### src/rtl/aes_pkg.sv
// ----------------------------------------------------------------------------
// aes_pkg
// Shared AES datapath definitions for the encrypt and decrypt pipelines.
//   state_t         : 128-bit AES state, column-major, byte k at [127-8k -: 8]
//   SHIFT_SRC       : per output byte, the input byte index that ShiftRows reads
//   INV_SHIFT_SRC   : same for InvShiftRows (exact inverse permutation)
//   shift_rows()    : forward ShiftRows
//   inv_shift_rows(): inverse ShiftRows
//   TAG_W_DEFAULT   : default round-tag width
// ----------------------------------------------------------------------------
package aes_pkg;

    localparam int STATE_W       = 128;
    localparam int NUM_BYTES     = 16;
    localparam int TAG_W_DEFAULT = 4;

    typedef logic [STATE_W-1:0] state_t;

    // Nibble i (counting from the MSB) is the source byte index of output byte i.
    // Forward: 0,5,10,15, 4,9,14,3, 8,13,2,7, 12,1,6,11
    localparam logic [63:0] SHIFT_SRC     = 64'h05AF_49E3_8D27_C16B;
    // Inverse: 0,13,10,7, 4,1,14,11, 8,5,2,15, 12,9,6,3
    localparam logic [63:0] INV_SHIFT_SRC = 64'h0DA7_41EB_852F_C963;

    // Byte gather driven by a constant index table, so both directions come
    // from one mapping source and reduce to pure wiring after synthesis.
    function automatic state_t permute_bytes(input state_t s, input logic [63:0] src_map);
        state_t     r;
        logic [3:0] src;
        r = '0;
        for (int i = 0; i < NUM_BYTES; i++) begin
            src = src_map[63-4*i -: 4];
            r[STATE_W-1-8*i -: 8] = s[STATE_W-1-8*int'(src) -: 8];
        end
        return r;
    endfunction

    function automatic state_t shift_rows(input state_t s);
        return permute_bytes(s, SHIFT_SRC);
    endfunction

    function automatic state_t inv_shift_rows(input state_t s);
        return permute_bytes(s, INV_SHIFT_SRC);
    endfunction

endpackage

### src/rtl/aes_fifo2.sv
// ----------------------------------------------------------------------------
// aes_fifo2
// Two-entry valid/ready FIFO. Storage, pointers and occupancy are registered;
// in_ready depends only on occupancy (and reset), never on out_ready.
//   clk       in   rising-edge clock
//   reset     in   asynchronous, active-high reset
//   in_valid  in   writer has an entry on in_data
//   in_ready  out  FIFO can accept (occupancy < DEPTH, not in reset)
//   in_data   in   WIDTH-bit entry
//   out_valid out  head entry valid
//   out_ready in   reader takes the head
//   out_data  out  head entry
// ----------------------------------------------------------------------------
module aes_fifo2 #(
    parameter int WIDTH = 132,
    parameter int DEPTH = 2     // only 2 is supported: 1-bit pointers, 2-bit count
) (
    input  logic             clk,
    input  logic             reset,
    input  logic             in_valid,
    output logic             in_ready,
    input  logic [WIDTH-1:0] in_data,
    output logic             out_valid,
    input  logic             out_ready,
    output logic [WIDTH-1:0] out_data
);

    logic [WIDTH-1:0] mem [2];
    logic             wr_ptr;
    logic             rd_ptr;
    logic [1:0]       count;
    logic             push;
    logic             pop;

    // Reset is folded in so the upstream sees no ready while the stage is held.
    assign in_ready  = !reset && (count < 2'(DEPTH));
    assign out_valid = (count != 2'd0);
    assign out_data  = mem[rd_ptr];

    assign push = in_valid && in_ready;
    assign pop  = out_valid && out_ready;

    // NOTE: the storage is reset on purpose: the head must read as zero after
    // reset, and two entries cost little; a deep RAM would be left unreset.
    always_ff @(posedge clk or posedge reset) begin
        if (reset) begin
            mem[0] <= '0;
            mem[1] <= '0;
        end else if (push) begin
            // NOTE: non-blocking assignments keep every register update in
            // this block reading pre-edge values, whatever the statement order.
            mem[wr_ptr] <= in_data;
        end
    end

    always_ff @(posedge clk or posedge reset) begin
        if (reset) begin
            wr_ptr <= 1'b0;
            rd_ptr <= 1'b0;
            count  <= 2'd0;
        end else begin
            if (push) wr_ptr <= ~wr_ptr;   // 1 wraps to 0
            if (pop)  rd_ptr <= ~rd_ptr;
            unique case ({push, pop})
                2'b10:   count <= count + 2'd1;
                2'b01:   count <= count - 2'd1;
                default: count <= count;   // idle, or push and pop together
            endcase
        end
    end

endmodule

### src/rtl/shift_rows_stage.sv
// ----------------------------------------------------------------------------
// shift_rows_stage
// Forward AES ShiftRows stage with a 2-entry output FIFO. Each accepted state
// is shifted (or passed through when shift_en is low) and queued with its tag.
//   clk        in   rising-edge clock
//   reset      in   asynchronous, active-high reset
//   in_valid   in   upstream state present on data_in
//   in_ready   out  stage can accept this cycle
//   data_in    in   128-bit AES state, byte 0 at the MSB
//   shift_en   in   1 = ShiftRows, 0 = pass-through (sampled with data_in)
//   tag_in     in   round tag, travels with its block
//   out_valid  out  FIFO head valid
//   out_ready  in   downstream takes the head
//   data_out   out  head state
//   tag_out    out  head tag
//   blk_cnt    out  delivered blocks, modulo 256
// ----------------------------------------------------------------------------
module shift_rows_stage
    import aes_pkg::*;
#(
    parameter int DEPTH = 2,
    parameter int TAG_W = TAG_W_DEFAULT
) (
    input  logic               clk,
    input  logic               reset,
    input  logic               in_valid,
    output logic               in_ready,
    input  logic [STATE_W-1:0] data_in,
    input  logic               shift_en,
    input  logic [TAG_W-1:0]   tag_in,
    output logic               out_valid,
    input  logic               out_ready,
    output logic [STATE_W-1:0] data_out,
    output logic [TAG_W-1:0]   tag_out,
    output logic [7:0]         blk_cnt
);

    localparam int ENTRY_W = TAG_W + STATE_W;

    state_t             state_next;
    logic [ENTRY_W-1:0] fifo_in;
    logic [ENTRY_W-1:0] fifo_out;
    logic               deliver;

    // The permutation is wiring only, so it sits in front of the FIFO write.
    always_comb begin
        state_next = shift_en ? shift_rows(data_in) : data_in;
    end

    assign fifo_in = {tag_in, state_next};

    aes_fifo2 #(
        .WIDTH (ENTRY_W),
        .DEPTH (DEPTH)
    ) u_fifo (
        .clk       (clk),
        .reset     (reset),
        .in_valid  (in_valid),
        .in_ready  (in_ready),
        .in_data   (fifo_in),
        .out_valid (out_valid),
        .out_ready (out_ready),
        .out_data  (fifo_out)
    );

    assign data_out = fifo_out[STATE_W-1:0];
    assign tag_out  = fifo_out[ENTRY_W-1 -: TAG_W];
    assign deliver  = out_valid && out_ready;

    always_ff @(posedge clk or posedge reset) begin
        if (reset) begin
            blk_cnt <= 8'd0;
        end else if (deliver) begin
            blk_cnt <= blk_cnt + 8'd1;   // wraps 255 -> 0
        end
    end

endmodule

### config.mk
export PLATFORM = sky130hd
export DESIGN_NAME = shift_rows_stage
export DESIGN_NICKNAME = d
export VERILOG_FILES = /design/src/rtl/aes_pkg.sv /design/src/rtl/aes_fifo2.sv /design/src/rtl/shift_rows_stage.sv
export SDC_FILE = /design/constraint.sdc
export NUM_CORES = 1
export LEC_CHECK = 0
export ABC_AREA = 1
export BUFFER_PORTS_ARGS = -buffer_cell sky130_fd_sc_hd__buf_4
export CORE_MARGIN = 2
export CORE_UTILIZATION = 55
export DETAILED_ROUTE_END_ITERATION = 12
export PLACE_DENSITY = 0.8
export REMOVE_ABC_BUFFERS = 1
export SETUP_SLACK_MARGIN = 0.4
export SLEW_MARGIN = 15
export SYNTH_ARGS = -nofsm -noshare
export SYNTH_HDL_FRONTEND = slang
export SYNTH_HIERARCHICAL = 1
export SYNTH_SLANG_ARGS = --single-unit
### constraint.sdc
create_clock -name clk -period 11.1 [get_ports clk]
set_input_delay 2.775 -clock clk [delete_from_list [all_inputs] [get_ports clk]]
set_output_delay 2.775 -clock clk [all_outputs]
set_load 0.05 [all_outputs]
After elaboration in Yosys (flattened, before gate mapping). Cells that the tools add are included.

Output and inout bits: 142. Input port bits: 137. Register bits: 276.

$add $sub $neg: 3. Eq/ne operators: 2. Bitwise operators: 4. Order comparisons: 4. Multiplexer cells: 8. Reductions and logical operators: 7.

Operators with widths (count): 132-bit two-way mux (4); 264-bit bitwise mux (1); 132-bit demux with 1-bit select (1); 120-bit two-way mux (1); 8-bit by 1-bit adder with 8-bit output, second input constant (1); 2-bit greater-or-equal comparator, second input constant (2); 1-bit logical AND (4); 1-bit NOT with 2-bit output (2); 2-bit one-hot mux with 2 select lines (1); 2-bit nonzero test (2); 2-bit by 1-bit adder with 2-bit output, second input constant (1); 2-bit by 1-bit == test with 1-bit output, second input constant (1); 2-bit == test, second input constant (1); 2-bit by 1-bit < comparator with 1-bit output, second input constant (1); 2-bit < comparator, second input constant (1); 1-bit NOT (2); 2-bit by 1-bit subtractor with 2-bit output, second input constant (1); 1-bit zero test (1).

Depth between registers and ports, before layout. Gate-level depths: netlist of run 1.

Word-level depth: 6. Depth in mapped cells: 10.

Cells and area by module. Netlist of run 1, hierarchy kept.

Modules (own cells, without submodules): aes_fifo2 (cells an instance 1628, seq. area each 6706.4 um^2, instances 1, area an instance 12630.9 um^2); shift_rows_stage (cells an instance 304, seq. area each 200.2 um^2, instances 1, area an instance 1531.5 um^2).

Least setup slack after synthesis of run 1. No wires, ideal clock.

Kind: input to output. Start point: in reset. End point: out in_ready. Data required time: 8.325 ns. Buffers on the path: 1. Stages on the path: 2. Setup slack: 4.767 ns. Arrival: 3.558 ns. Cells stage by stage: nor2_4 -> buf_1.

Cells in the longest elaborated chain, start to end: 2.

Ends and longest elaborated chain: start, declared (RTL line shift_rows_stage.sv:25) `input logic reset,`; 1-bit zero test (no line); 1-bit logical AND (RTL line aes_fifo2.sv:36) `assign in_ready = !reset && (count < 2'(DEPTH));`; end, declared (RTL line shift_rows_stage.sv:27) `output logic in_ready,`.

No other way between the ends.

Worst setup path in the final report of run 1. Ends and elaborated chain as after synthesis.

==> results of run 1 <==
## worst register-to-register path, cell delays in order (launching register included)
cell	delay (ps)
dfrtp_4	950
inv_4	580
nand3_4	850
buf_4	780
nand2_1	220
nand2_1	100
## state kept, by name, summed over array words and instances, names as in the netlist
| signal | count |
|---|---|
| u_fifo/mem | 264 |
| blk_cnt | 8 |
| u_fifo/count | 2 |
| u_fifo/rd_ptr | 1 |
| u_fifo/wr_ptr | 1 |
## metal layers
layer,vias to the layer above,GRT usage [%]
met5,-,0
met4,0,7.83
met3,62,5.07
met2,577,46.6
met1,6443,39.2
li1,6573,-
## worst paths after layout
kind | startpoint | end | slack [ps] | cells past startpoint
worst min register to register | u_fifo/mem[205] | u_fifo/mem[205] | 470 | 2
worst max register to register | u_fifo/wr_ptr | u_fifo/mem[134] | 7550 | 5
worst max-delay path | reset | in_ready | 4450 | 4
max in group asynchronous | reset | u_fifo/mem[122] | 7070 | 3
worst min-delay path | u_fifo/mem[205] | u_fifo/mem[205] | 470 | 2
min in group asynchronous | reset | blk_cnt[7] | 2220 | 2
## layout make-up
type / instances / area (sq um)
Fill cell: 2167 / 8200
Timing Repair Buffer: 292 / 2200
Clock inverter: 6 / 108
Sequential cell: 276 / 6910
Tap cell: 330 / 413
Multi-Input combinational cell: 1426 / 6240
Clock buffer: 45 / 928
Inverter: 64 / 253
## cells by family (layout without fill, tap and decap cells)
logic type / after synthesis / count (layout) / synth area share, %
AO/OA/AOI/OAI: 97 / 97 / 3.43
buffers and inverters: 230 / 407 / 7.30
flip-flops: 276 / 276 / 48.8
AND/OR/NAND/NOR: 1320 / 1320 / 39.9
adder cells (fa/ha/maj): 2 / 2 / 0.177
multiplexers: 1 / 1 / 0.0795
XOR/XNOR: 6 / 6 / 0.371
## power by group
part,switching (mW),internal [mW]
sequential,0.344,1.48
clock,0.400,0.639
combinational,2.33,0.855
total,3.08,2.98
## metrics by stage
stage | hold slack [ps] | std cells | total power, mW | utilization [%]
floorplan | 442 | 1766 | 3.96 | -
global placement | 453 | 2388 | 4.94 | 63.4
detailed placement | 458 | 2388 | 5.01 | 63.4
CTS | 472 | 2439 | 6.06 | 67.5
global route | 483 | 2439 | 6.39 | 67.5
finish | 468 | 2439 | 6.05 | 67.5
## cell usage after synthesis, drive strengths merged
cell type / number / area share [%]
buf: 118 / 4.3
nand4: 265 / 12
nor2: 54 / 1.5
nand3: 6 / 0.28
xor2: 3 / 0.19
xnor2: 3 / 0.19
mux2: 1 / 0.080
a21oi: 48 / 1.7
inv: 64 / 1.7
o21ai: 49 / 1.7
ha: 2 / 0.18
dfrtp: 276 / 49
nand2: 995 / 26
clkbuf: 48 / 1.3
## cell usage in the layout, fill, tap and decap left out, types with 2 or more instances in the layout
| cell | synthesis | routed |
|---|---|---|
| nand4_1 | 265 | 265 |
| dfrtp_4 | 0 | 2 |
| clkbuf_8 | 0 | 11 |
| nand3_4 | 0 | 2 |
| o21ai_1 | 14 | 14 |
| inv_4 | 0 | 2 |
| nand2_1 | 994 | 994 |
| clkinv_2 | 0 | 2 |
| clkbuf_16 | 0 | 31 |
| dfrtp_1 | 276 | 274 |
| xor2_1 | 3 | 3 |
| nand3_1 | 4 | 4 |
| o21ai_0 | 35 | 35 |
| nor2_1 | 52 | 52 |
| clkbuf_1 | 48 | 4 |
| buf_4 | 12 | 291 |
| inv_1 | 62 | 61 |
| ha_1 | 2 | 2 |
| xnor2_1 | 3 | 3 |
| bufinv_16 | 0 | 3 |
| a21oi_1 | 48 | 48 |
==> results.toml, run 1 <==
[setup_path]
path_common_cell = "buf_4"
worst-path-max-fanout = 61
worst_ep_required_time_ps = 8330
list_of_cells_traversed_by_the_critical_path = "buf_4, nor2_4, buf_4, buf_4"
critical_path.endpoint_type = "output pin"
buffers_plus_inverters_on_the_worst_setup_path = 3
worstSetupPathType = "in -> out"
cp_slowest_cell = "buf_4"
critical_path.max_stage_delay_ps = 520
crit_family = "buffers and inverters"
worst-endpoint-arrival_ps = 3870
worstSetupStartpointType = "primary input"

[global_routing]
grt.overflow.total = 0
wire_length_of_the_first_global_routing_pass_um = 62900
grt_max_degree = 124
groute.usage.overall_pct = 28.4
grt_antenna_before_repair = 0
via_count_of_the_first_global_routing_pass = 12600

[pwr]
max-vdd-ir-drop_mv = 0.278
power_density_over_the_cells_mw_per_mm2 = 355
power.leakage_nw = 9.50

[sta]
rsz0062_at_grt = "no"
final.min_clock_period_ps = 6650
drv_slew = 0
clock_skew_ps = 11.2
timing.max_slew.rel_slack_pct = 24.8
timing_worst_slew_pin_value_ps = 1130
final_hold_viol_count = 0
worst_slack_ps = 4450
finalSetupViolations = 0
period_share_pct = 59.9
max_freq_ghz = 0.150
setup_tns_ps = 0

[final_layout]
area_growth_syn_to_layout_pct = 20.4
antenna_fix_cells = 0
drive_above_1_share_pct = 16.6
final_area_sq_mm = 0.0171
finalNetCount = 2229

[floorplanning]
die_area_sq_mm = 0.0270
initial_core_util_pct = 56.1
fp-row-count = 58
die-width_um = 164
floorplan.die.height_um = 164
floorplan.core_area_sq_mm = 0.0253
io_pins = 279

[run]
drv.max_cap_violation_count = 0

[routing]
routed_wl_um = 39200
detail_route.first_pass.iterations = 6
first_iter_violations = 1553
vias = 13700
routed.top_layer = "met4"
drt-met1-wl_um = 16400
dr_wl_met3_um = 3290
postRouteAntennaNets = 0
wire_per_inst_um = 16.1
routed_via_density = 5.60
drcViolationCount = 0
met2WireLength_um = 18700

[place]
pre_cts_slack_ps = 4460
place_congestion = 0.824
placedInstanceArea_sq_mm = 0.0160
port_buffers = 278
dp_hpwl_um = 22500

[clock_tree]
clockBufferDepth = 3
cts_tree = "yes"
clock_transition_at_the_register_clock_pins_on_the_worst_setup_and_hold_paths_after_cts_ps = 50
clk-insertion-delay-late_ps = 550
cts_hold_buf = 0
clock-root-buffer = "clkbuf_16"
total_clock_buffers_created_by_cts = 30
cts-htree-levels = 1
post_cts_resize_count = 0
cts_setup_buffers = 0
cts_num_sinks = 276

[run_status]
outcome = "finished, final reports clean"

[logic_synthesis]
yosysWarningCount = 6
synth_cell_types = 22
ys_ff_latch = 276
synth-seq-area-share_pct = 48.8
post_synth_instance_area_sq_mm = 0.0142
avgSynthCellArea_sq_um = 7.33
post_synth_inst_count = 1932

[min_path]
worstHoldPathType = "reg -> reg"
No activity file was read; power rests on OpenSTA's default activity.
==> run 2, diff against run 1 <==
- clock period: 11.1 -> 6.6 ns (I/O delays scaled with it)
==> results.toml, run 2 (synthesis results as in run 1) <==
[floorplanning]
fp-row-count = 58
floorplan.core_area_sq_mm = 0.0253
die_area_sq_mm = 0.0270
die-width_um = 164
floorplan.die.height_um = 164
initial_core_util_pct = 56.1
io_pins = 279

[sta]
max_freq_ghz = 0.220
timing.max_slew.rel_slack_pct = 30.4
finalSetupViolations = 0
clock_skew_ps = 7.21
period_share_pct = 69.0
final.min_clock_period_ps = 4560
rsz0062_at_grt = "no"
drv_slew = 0
fin_worst_hold_slack_ps = 469
final_hold_viol_count = 0
timing_worst_slew_pin_value_ps = 1040

[setup_path]
worst_ep_required_time_ps = 4950
list_of_cells_traversed_by_the_critical_path = "buf_4, nand2_1, nand2_1, buf_4"
worst-path-max-fanout = 77
cp_slowest_cell = "dfrtp_4"
critical_path.endpoint_type = "output pin"
buffers_plus_inverters_on_the_worst_setup_path = 2
worst-endpoint-arrival_ps = 2910
crit_family = "buffers and inverters"
worstSetupPathType = "reg -> out"
worstSetupStartpointType = "register"
critical_path.max_stage_delay_ps = 900

[final_layout]
seqCellArea_sq_mm = 0.00691
multiInputGateArea_sq_mm = 0.00624
area_growth_syn_to_layout_pct = 19.9
layout_commonest_cell = "nand2_1"
fillerInstances = 2126
highest_count_cells_in_the_layout_ignoring_fill_and_taps = "994 x nand2_1, 291 x buf_4, 274 x dfrtp_1"
max_flop_register = "u_fifo/mem"
drive_above_1_share_pct = 16.6
antenna_fix_cells = 0
largest_register_ffs = 264
biggestRegsByFlops = "u_fifo/mem (264), blk_cnt (8), u_fifo/count (2)"
finalNetCount = 2229

[clock_tree]
cts_tree = "yes"
clk-insertion-delay-late_ps = 530
cts-htree-levels = 1
post_cts_resize_count = 0
cts_hold_buf = 0
cts_num_sinks = 276
clock_transition_at_the_register_clock_pins_on_the_worst_setup_and_hold_paths_after_cts_ps = 60
cts_setup_buffers = 0
clockBufferDepth = 3
total_clock_buffers_created_by_cts = 28
clock-root-buffer = "clkbuf_16"

[pwr]
power.leakage_nw = 9.47
max-vdd-ir-drop_mv = 0.533
power_density_over_the_cells_mw_per_mm2 = 590
design_power_total_mw = 10.0

[routing]
drcViolationCount = 0
vias = 13800
postRouteAntennaNets = 0
first_iter_violations = 1736
wire_per_inst_um = 16.4
routed_wl_um = 40000
detail_route.first_pass.iterations = 7
routed_via_density = 5.66

[run_status]
outcome = "finished, final reports clean"

[global_routing]
grt_antenna_before_repair = 0
via_count_of_the_first_global_routing_pass = 12800
wire_length_of_the_first_global_routing_pass_um = 64000
groute.usage.overall_pct = 29.1
grt.overflow.total = 0
grt_max_degree = 145

[place]
port_buffers = 278
place_congestion = 0.858
dp_hpwl_um = 23900

[min_path]
worstHoldPathType = "reg -> reg"

[run]
drv.max_cap_violation_count = 0
[run 2: area by class of cell]
type	instances	area share, %
multi-input combinational	1426	36.7
timing repair buffer	294	13.2
clock buffer	43	5.00
sequential	276	40.7
inverter	64	1.49
clock inverter	9	0.413
tap	330	2.43
[run 2: final timing paths]
| check | from | to | slack [ps] | cells past startpoint |
|---|---|---|---|---|
| max | u_fifo/rd_ptr | data_out[84] | 2040 | 4 |
| max reg2reg | u_fifo/wr_ptr | u_fifo/mem[178] | 3240 | 5 |
| max in group asynchronous | reset | u_fifo/mem[256] | 3940 | 3 |
| min | u_fifo/mem[174] | u_fifo/mem[174] | 470 | 2 |
| min reg2reg | u_fifo/mem[174] | u_fifo/mem[174] | 470 | 2 |
| min in group asynchronous | reset | blk_cnt[0] | 1120 | 2 |
[run 2: worst reg2reg max path: stages (launching register included)]
cell	delay (ps)
dfrtp_4	780
inv_4	750
nand3_4	890
buf_4	630
nand2_1	140
nand2_1	50
[run 2: routing by layer]
| layer | GRT usage, % | routed length (um) | vias to the layer above |
|---|---|---|---|
| met4 | 9.21 | 1100 | 0 |
| met2 | 46.5 | 18700 | 609 |
| met3 | 4.24 | 3440 | 80 |
| met5 | 0 | 0 | - |
| li1 | - | - | 6579 |
| met1 | 41.2 | 16700 | 6548 |
[run 2: power by group]
| group | switching (mW) | internal, mW | leakage, nW | total (mW) |
|---|---|---|---|---|
| combinational | 3.89 | 1.44 | 5.56 | 5.34 |
| clock | 0.657 | 0.920 | 0.461 | 1.58 |
| sequential | 0.614 | 2.49 | 3.45 | 3.11 |
[run 2: metrics by stage]
step           setup WS [ps]  setup TNS (ps)  utilization [%]  cell area (sq um)  cells
3_3_place_gp            2660               0             63.6              16100   2390
2_1_floorplan          -2430         -916630                -              13400   1766
5_1_grt                 1890               0             67.2              17000   2442
6_report                2040               0             67.2              17000   2442
3_5_place_dp            2610               0             63.6              16100   2390
4_1_cts                 2070               0             67.2              17000   2442
